File: config.mk
export PLATFORM = sky130hd
export DESIGN_NAME = pc_sequencer
export DESIGN_NICKNAME = d
export VERILOG_FILES = /design/src/rtl/pc_sequencer.sv
export SDC_FILE = /design/constraint.sdc
export NUM_CORES = 1
export LEC_CHECK = 0
export BUFFER_PORTS_ARGS = -buffer_cell sky130_fd_sc_hd__buf_2
export CAP_MARGIN = 20
export CORE_ASPECT_RATIO = 0.75
export CORE_UTILIZATION = 45
export CTS_CLUSTER_SIZE = 30
export DETAILED_ROUTE_END_ITERATION = 7
export GPL_TIMING_DRIVEN = 1
export PLACE_DENSITY = 0.63
export SYNTH_ARGS = -nofsm -noshare
export SYNTH_HDL_FRONTEND = slang
export SYNTH_SLANG_ARGS = --single-unit
File: constraint.sdc
create_clock -name Clock -period 6 [get_ports Clock]
set_input_delay 0.9 -clock Clock [delete_from_list [all_inputs] [get_ports Clock]]
set_output_delay 0.9 -clock Clock [all_outputs]
set_load 0.05 [all_outputs]
File: src/rtl/pc_sequencer.sv
// picoMips program-flow controller: owns the PC and sequences branch,
// jump, call/return, multiply stall and blocking input-port waits.
module pc_sequencer #(
    parameter int PC_WIDTH    = 7,
    parameter int STACK_DEPTH = 4,
    parameter int MUL_LATENCY = 1
) (
    input  logic                               Clock,
    input  logic                               nReset,
    input  logic                               Branch,
    input  logic                               BranchTaken,
    input  logic [PC_WIDTH-1:0]                BranchOffset,
    input  logic                               Jump,
    input  logic                               Call,
    input  logic                               Return,
    input  logic [PC_WIDTH-1:0]                JumpTarget,
    input  logic                               MulStart,
    input  logic                               WaitIn,
    input  logic                               InValid,
    output logic                               InAck,
    output logic [PC_WIDTH-1:0]                ProgramCounter,
    output logic                               PCHold,
    output logic [$clog2(STACK_DEPTH+1)-1:0]   StackDepth,
    output logic                               Fault
);

    localparam int DW = $clog2(STACK_DEPTH + 1);
    localparam int AW = (STACK_DEPTH > 1) ? $clog2(STACK_DEPTH) : 1;
    localparam int CW = (MUL_LATENCY > 1) ? $clog2(MUL_LATENCY) : 1;

    typedef enum logic [1:0] {
        RUN,
        STALL,
        WAIT_IN,
        FAULT
    } state_t;

    state_t              state_q, state_d;
    logic [PC_WIDTH-1:0] pc_q, pc_d, pc_inc, stack_top;
    logic [DW-1:0]       depth_q, depth_d;
    logic [CW-1:0]       cnt_q, cnt_d;
    logic                push;
    logic                in_ack;

    logic [PC_WIDTH-1:0] stack_q [STACK_DEPTH];

    assign pc_inc    = pc_q + PC_WIDTH'(1);
    assign stack_top = stack_q[AW'(depth_q - DW'(1))];

    always_comb begin
        state_d = state_q;
        pc_d    = pc_q;
        depth_d = depth_q;
        cnt_d   = cnt_q;
        push    = 1'b0;
        in_ack  = 1'b0;
        unique case (state_q)
            RUN: begin
                if (Return) begin
                    if (depth_q == '0) begin
                        state_d = FAULT;
                    end else begin
                        pc_d    = stack_top;
                        depth_d = depth_q - DW'(1);
                    end
                end else if (Call) begin
                    if (depth_q == DW'(STACK_DEPTH)) begin
                        state_d = FAULT;
                    end else begin
                        push    = 1'b1;
                        pc_d    = JumpTarget;
                        depth_d = depth_q + DW'(1);
                    end
                end else if (Jump) begin
                    pc_d = JumpTarget;
                end else if (Branch && BranchTaken) begin
                    pc_d = pc_q + BranchOffset;
                end else if (MulStart && (MUL_LATENCY > 0)) begin
                    cnt_d   = CW'(MUL_LATENCY - 1);
                    state_d = STALL;
                end else if (WaitIn && InValid) begin
                    in_ack = 1'b1;
                    pc_d   = pc_inc;
                end else if (WaitIn) begin
                    state_d = WAIT_IN;
                end else begin
                    pc_d = pc_inc;
                end
            end
            STALL: begin
                if (cnt_q == '0) begin
                    pc_d    = pc_inc;
                    state_d = RUN;
                end else begin
                    cnt_d = cnt_q - CW'(1);
                end
            end
            WAIT_IN: begin
                if (InValid) begin
                    in_ack  = 1'b1;
                    pc_d    = pc_inc;
                    state_d = RUN;
                end
            end
            FAULT: begin
            end
            default: state_d = RUN;
        endcase
    end

    always_ff @(posedge Clock or negedge nReset) begin
        if (!nReset) begin
            state_q <= RUN;
            pc_q    <= '0;
            depth_q <= '0;
            cnt_q   <= '0;
        end else begin
            state_q <= state_d;
            pc_q    <= pc_d;
            depth_q <= depth_d;
            cnt_q   <= cnt_d;
        end
    end

    // Return-stack contents are don't-care after reset.
    always_ff @(posedge Clock) begin
        if (push) begin
            stack_q[AW'(depth_q)] <= pc_inc;
        end
    end

    assign InAck          = in_ack;
    assign ProgramCounter = pc_q;
    assign StackDepth     = depth_q;
    assign PCHold         = (state_q != RUN);
    assign Fault          = (state_q == FAULT);

endmodule
Yosys cells after proc, flatten, opt, wreduce, memory -nomap -nowiden
Memory sizes are Yosys's and may differ from the RTL's.
Index checks and enable logic that the tools add are counted.
{"block": "classes", "n_eq_ne": 23, "mux": 49, "n_reduce_logical": 12, "add_sub_neg": 5}
{"cell": "2-to-1 mux 7 bit", "n": 11}
{"cell": "2-to-1 mux 2 bit", "n": 11}
{"cell": "case mux 7 bit (3 select lines)", "n": 1}
{"cell": "2-to-1 mux 1 bit", "n": 19}
{"cell": "!= test 2 bit, second input constant", "n": 9}
{"cell": "!= test 4 bit, second input constant", "n": 4}
{"cell": "2-to-1 mux 3 bit", "n": 4}
{"cell": "!= test 5 bit, second input constant", "n": 2}
{"cell": "AND reduction 9 bit", "n": 1}
{"cell": "adder 7 x 1 -> 7 bit, second input constant", "n": 1}
{"cell": "adder 7 bit", "n": 1}
{"cell": "!= test 7 bit, second input constant", "n": 1}
{"cell": "AND reduction 7 bit", "n": 1}
{"cell": "!= test 3 bit, second input constant", "n": 2}
{"cell": "!= test 6 bit, second input constant", "n": 1}
{"cell": "case mux 2 bit (3 select lines)", "n": 1}
{"cell": "AND reduction 6 bit", "n": 1}
{"cell": "nonzero test 2 bit", "n": 3}
{"cell": "== test 2 bit, second input constant", "n": 2}
{"cell": "case mux 1 bit (2 select lines)", "n": 2}
{"cell": "AND reduction 4 bit", "n": 1}
{"cell": "adder 3 x 1 -> 3 bit, second input constant", "n": 1}
{"cell": "== test 3 bit, second input constant", "n": 1}
{"cell": "zero test 3 bit", "n": 1}
{"cell": "6 further kinds", "n": 7}
{"block": "word_totals", "word_cells": 94, "ff_bits": 13, "inputBits": 24, "memories": 1, "ram_bits": 28}
{"name": "stack_q", "words": 4, "word_bits": 7, "rd": 1, "rd_ports_with_merged_regs": 0, "write_ports": 1, "line": "45", "rtl": "logic [PC_WIDTH-1:0] stack_q [STACK_DEPTH];"}

Longest topological paths before layout
{"block": "logic_depth", "depth_word": 9, "ltp_mapped": 9, "mapped_depth_nobuf": 7}

Least setup slack after synthesis
No wires, ideal clock.
{"block": "synth_path", "kind": "input port to output port", "from": "in Return", "to": "out InAck", "arrival_time_ns": 2.133, "cell_stages": 6, "path_slack_ns": 2.967, "cell_sequence": "buf_6 nor2_4 nand3_1 nor3b_1 nor2_1 nor2_1"}
{"block": "synth_via", "elab_chain_len": 2}
{"element": "start, declared", "line": "15", "rtl": "input logic Return,"}
{"element": "2-to-1 mux 1 bit", "line": "59", "rtl": "if (Return) begin"}
{"element": "case mux 1 bit (2 select lines)", "line": "57", "rtl": "unique case (state_q)"}
{"element": "end, declared", "line": "20", "rtl": "output logic InAck,"}
Every way passes these cells.

Worst setup path after layout
Same ends and word-level chain as after synthesis.

==> impl_metrics.xml <==
<?xml version="1.0" encoding="UTF-8"?>
<metrics>
  <group name="cts">
    <metric name="tritoncts.num_buffers" unit="">5</metric>
    <metric name="worst_skew_pair.late_latency" unit="ns">0.30</metric>
    <metric name="clockRootBuffer" unit="">sky130_fd_sc_hd__clkbuf_8</metric>
    <metric name="postCtsSetupBuffers" unit="">0</metric>
    <metric name="tritoncts_clock_tree" unit="">done</metric>
    <metric name="clock-sinks" unit="">40</metric>
    <metric name="post_cts.resized_instances" unit="">0</metric>
    <metric name="cts_max_path_buffers" unit="">2</metric>
    <metric name="post_cts_hold_buffer_count" unit="">0</metric>
    <metric name="h-tree-depth" unit="">2</metric>
    <metric name="cts.clk_slew.worst_paths" unit="ns">0.08</metric>
  </group>
  <group name="finish">
    <metric name="antennaDiodeCount" unit="">0</metric>
    <metric name="sequential_cell_area" unit="sq mm">0.001141</metric>
    <metric name="multiInputGateArea" unit="sq mm">0.001245</metric>
    <metric name="fin_area" unit="sq mm">0.002788</metric>
    <metric name="number_of_fill_cells" unit="">511</metric>
    <metric name="syn_to_final_growth" unit="%">11.40</metric>
    <metric name="drive_above_1_share" unit="%">23.85</metric>
    <metric name="final_core_utilization" unit="%">52.08</metric>
    <metric name="nNetsFinal" unit="">299</metric>
  </group>
  <group name="floorplanning">
    <metric name="design.portCount" unit="">37</metric>
    <metric name="starting_utilization_of_the_core_area" unit="%">46.75</metric>
    <metric name="die_width" unit="um">88.11</metric>
    <metric name="design.die.area" unit="sq mm">0.005866</metric>
    <metric name="design.core.area" unit="sq mm">0.005353</metric>
    <metric name="rows" unit="">23</metric>
    <metric name="floorplan.die.height" unit="um">66.58</metric>
  </group>
  <group name="critical_path">
    <metric name="crit_fanout" unit="">20</metric>
    <metric name="critical_path_arrival" unit="ns">2.06</metric>
    <metric name="start_kind" unit="">primary input</metric>
    <metric name="worst_ep_required_time" unit="ns">5.10</metric>
    <metric name="worstSetupEndpointType" unit="">output pin</metric>
    <metric name="timing_worst_setup_path_type" unit="">primary input to output pin</metric>
  </group>
  <group name="timing">
    <metric name="timing.final.ws_setup" unit="ns">3.043</metric>
    <metric name="timing.clock.skew" unit="ns">0.005550</metric>
    <metric name="min_period_over_period" unit="%">49.28</metric>
    <metric name="tns" unit="ns">0</metric>
    <metric name="hold_viol" unit="">0</metric>
    <metric name="grt_setup_unrepaired" unit="">no</metric>
    <metric name="max_slew.worst_pin.slew" unit="ns">0.7498</metric>
    <metric name="final.min_clock_period" unit="ns">2.957</metric>
    <metric name="finalSetupViolCount" unit="">0</metric>
    <metric name="max_freq" unit="GHz">0.3382</metric>
    <metric name="hold-worst-slack" unit="ns">0.4800</metric>
    <metric name="timing_max_transition_violations_final" unit="">0</metric>
    <metric name="tightest_slew_margin_relative_to_the_limit" unit="%">49.83</metric>
  </group>
  <group name="power_and_ir_drop">
    <metric name="leakage_power_summed_over_all_cells" unit="nW">1.113</metric>
    <metric name="worst_ir_drop_vdd" unit="uV">250.6</metric>
    <metric name="cellPowerDensity" unit="mW/mm^2">557.3</metric>
  </group>
  <group name="route">
    <metric name="detailroute.via_count" unit="">1919</metric>
    <metric name="route.detailed.wl_per_inst" unit="um">16.26</metric>
    <metric name="first_iter_violations" unit="">237</metric>
    <metric name="firstDrtPassIters" unit="">6</metric>
    <metric name="wirelength" unit="um">5447</metric>
    <metric name="remaining_drc_errors" unit="">2</metric>
    <metric name="antenna_violating_nets_post_route" unit="">0</metric>
    <metric name="viasPerCell" unit="">5.728</metric>
  </group>
  <group name="synth">
    <metric name="async_reset_ff_share" unit="%">30.00</metric>
    <metric name="ys_ff_latch" unit="">40</metric>
    <metric name="synth_area_leader_cell" unit="">sky130_fd_sc_hd__edfxtp_1</metric>
    <metric name="synth.net_count" unit="">264</metric>
    <metric name="synth-seq-area-share" unit="%">45.60</metric>
    <metric name="syn_area_per_cell" unit="sq um">11.17</metric>
    <metric name="yosysWarnings" unit="">0</metric>
    <metric name="synth_most_common_cell" unit="">sky130_fd_sc_hd__edfxtp_1</metric>
    <metric name="ys_top_cells_by_area" unit="">sky130_fd_sc_hd__edfxtp_1, sky130_fd_sc_hd__dfrtp_1, sky130_fd_sc_hd__ha_1</metric>
    <metric name="yosys-top-cells-count" unit="">sky130_fd_sc_hd__edfxtp_1, sky130_fd_sc_hd__nor2_1, sky130_fd_sc_hd__nand2_1</metric>
    <metric name="syn-cell-area" unit="sq mm">0.002502</metric>
    <metric name="synth_cells" unit="">224</metric>
    <metric name="yosys_top_cell_area_share" unit="%">33.60</metric>
    <metric name="synthFlopType" unit="">sky130_fd_sc_hd__edfxtp_1</metric>
    <metric name="synth_edf_count" unit="">28</metric>
    <metric name="post_synth_num_cell_types" unit="">52</metric>
  </group>
  <group name="outcome">
    <metric name="status" unit="">finished, violations left</metric>
    <metric name="failed_checks" unit="">DRC</metric>
  </group>
  <group name="place">
    <metric name="placement.setup.worst_slack" unit="ns">3.044</metric>
    <metric name="placed_area" unit="sq mm">0.002698</metric>
    <metric name="routabilityCongestion" unit="">0.7987</metric>
    <metric name="place.port_buffers" unit="">36</metric>
    <metric name="post_dp_hpwl" unit="um">4081</metric>
  </group>
  <group name="global_routing">
    <metric name="grt_max_degree" unit="">21</metric>
    <metric name="global_route.usage.total" unit="%">20.21</metric>
    <metric name="grt_first_pass_wirelength" unit="um">8625</metric>
    <metric name="gr_ovfl_total" unit="">0</metric>
    <metric name="antenna_violations_before_repair" unit="">0</metric>
    <metric name="number_of_global_route_vias_before_repair" unit="">1723</metric>
  </group>
  <group name="hold_path">
    <metric name="min_path_type" unit="">primary input to async pin</metric>
  </group>
  <group name="job">
    <metric name="drv.max_cap_violation_count" unit="">0</metric>
  </group>
</metrics>
==> placed cells by master, fill, tap and decap left out, types with 3 or more instances in the layout <==
cell type and count:
sky130_fd_sc_hd__buf_2 36, sky130_fd_sc_hd__clkbuf_8 5, sky130_fd_sc_hd__a211oi_1 8, sky130_fd_sc_hd__inv_1 9, sky130_fd_sc_hd__nor2_1 18, sky130_fd_sc_hd__a21o_1 4
sky130_fd_sc_hd__edfxtp_1 28, sky130_fd_sc_hd__nand2_1 17, sky130_fd_sc_hd__nor3_1 6, sky130_fd_sc_hd__a31oi_1 5, sky130_fd_sc_hd__nand3_1 8, sky130_fd_sc_hd__ha_1 15
sky130_fd_sc_hd__nor2b_1 3, sky130_fd_sc_hd__o21ai_0 11, sky130_fd_sc_hd__dfrtp_1 12, sky130_fd_sc_hd__and2_1 4, sky130_fd_sc_hd__o22ai_1 3, sky130_fd_sc_hd__nand2b_1 3
sky130_fd_sc_hd__mux2_2 5, sky130_fd_sc_hd__or3_1 3, sky130_fd_sc_hd__xor2_1 6, sky130_fd_sc_hd__mux4_2 6, sky130_fd_sc_hd__a21oi_1 12
==> state kept, by name, indices dropped and copies added, names as in the netlist <==
signal and flops:
stack_q 28, ProgramCounter 7, StackDepth 3, state_q 2
==> through the flow <==
step           instances  power [mW]
2_1_floorplan        224       1.189
3_3_place_gp         327       1.365
3_5_place_dp         327       1.368
4_1_cts              335       1.554
5_1_grt              335       1.671
6_report             335       1.554
==> final timing paths <==
path                       cells after the start                end  slack (ns)          start
max                                            7              InAck        3.04         Return
max in group asynchronous                      1  ProgramCounter[3]        5.29         nReset
max reg2reg                                    6  ProgramCounter[2]        3.45  StackDepth[0]
min reg2reg                                    1         state_q[0]        0.55     state_q[0]
min                                            1      StackDepth[2]        0.48         nReset
min in group Clock                             1         state_q[0]        0.55     state_q[0]
==> layout make-up <==
type	count	area share [%]
multi-input cells	166	44.66
flip-flops and latches	40	40.93
repair buffers	36	6.463
well taps	75	3.366
clock buffers	5	2.469
inverters	10	1.347
clock inverters	3	0.7630
==> where the power goes <==
| group | switching [mW] | internal [mW] | total [mW] |
|---|---|---|---|
| Combinational | 0.558 | 0.323 | 0.882 |
| Clock | 0.101 | 0.0825 | 0.184 |
| Sequential | 0.0897 | 0.399 | 0.488 |
| Total | 0.749 | 0.804 | 1.55 |
==> critical path: stages <==
cell,delay (ns)
sky130_fd_sc_hd__buf_2,0.23
sky130_fd_sc_hd__nor2_4,0.16
sky130_fd_sc_hd__nand3_1,0.15
sky130_fd_sc_hd__nor3b_1,0.22
sky130_fd_sc_hd__nor2_1,0.06
sky130_fd_sc_hd__nor2_1,0.07
sky130_fd_sc_hd__buf_2,0.26
==> routing by layer <==
metal / part of all wire (%) / GRT usage, % / wire length [um]
met5: 0 / 0 / 0
met4: 0.22 / 5.645 / 12
met1: 50 / 30.48 / 2712
met2: 45 / 29.17 / 2445
met3: 5.1 / 4.089 / 276
==> cells by family (layout without fill, tap and decap cells) <==
kind of cell	after synthesis	in the layout	share of synthesized area, %
AO/OA/AOI/OAI	55	55	14.50
buffers and inverters	18	54	4.650
AND/OR/NAND/NOR	73	73	15.05
adder cells (fa/ha/maj)	16	16	8.300
XOR/XNOR	9	9	3.450
multiplexers	13	13	8.450
flip-flops	40	40	45.60
Note: power is estimated with default switching activity, not from simulation.
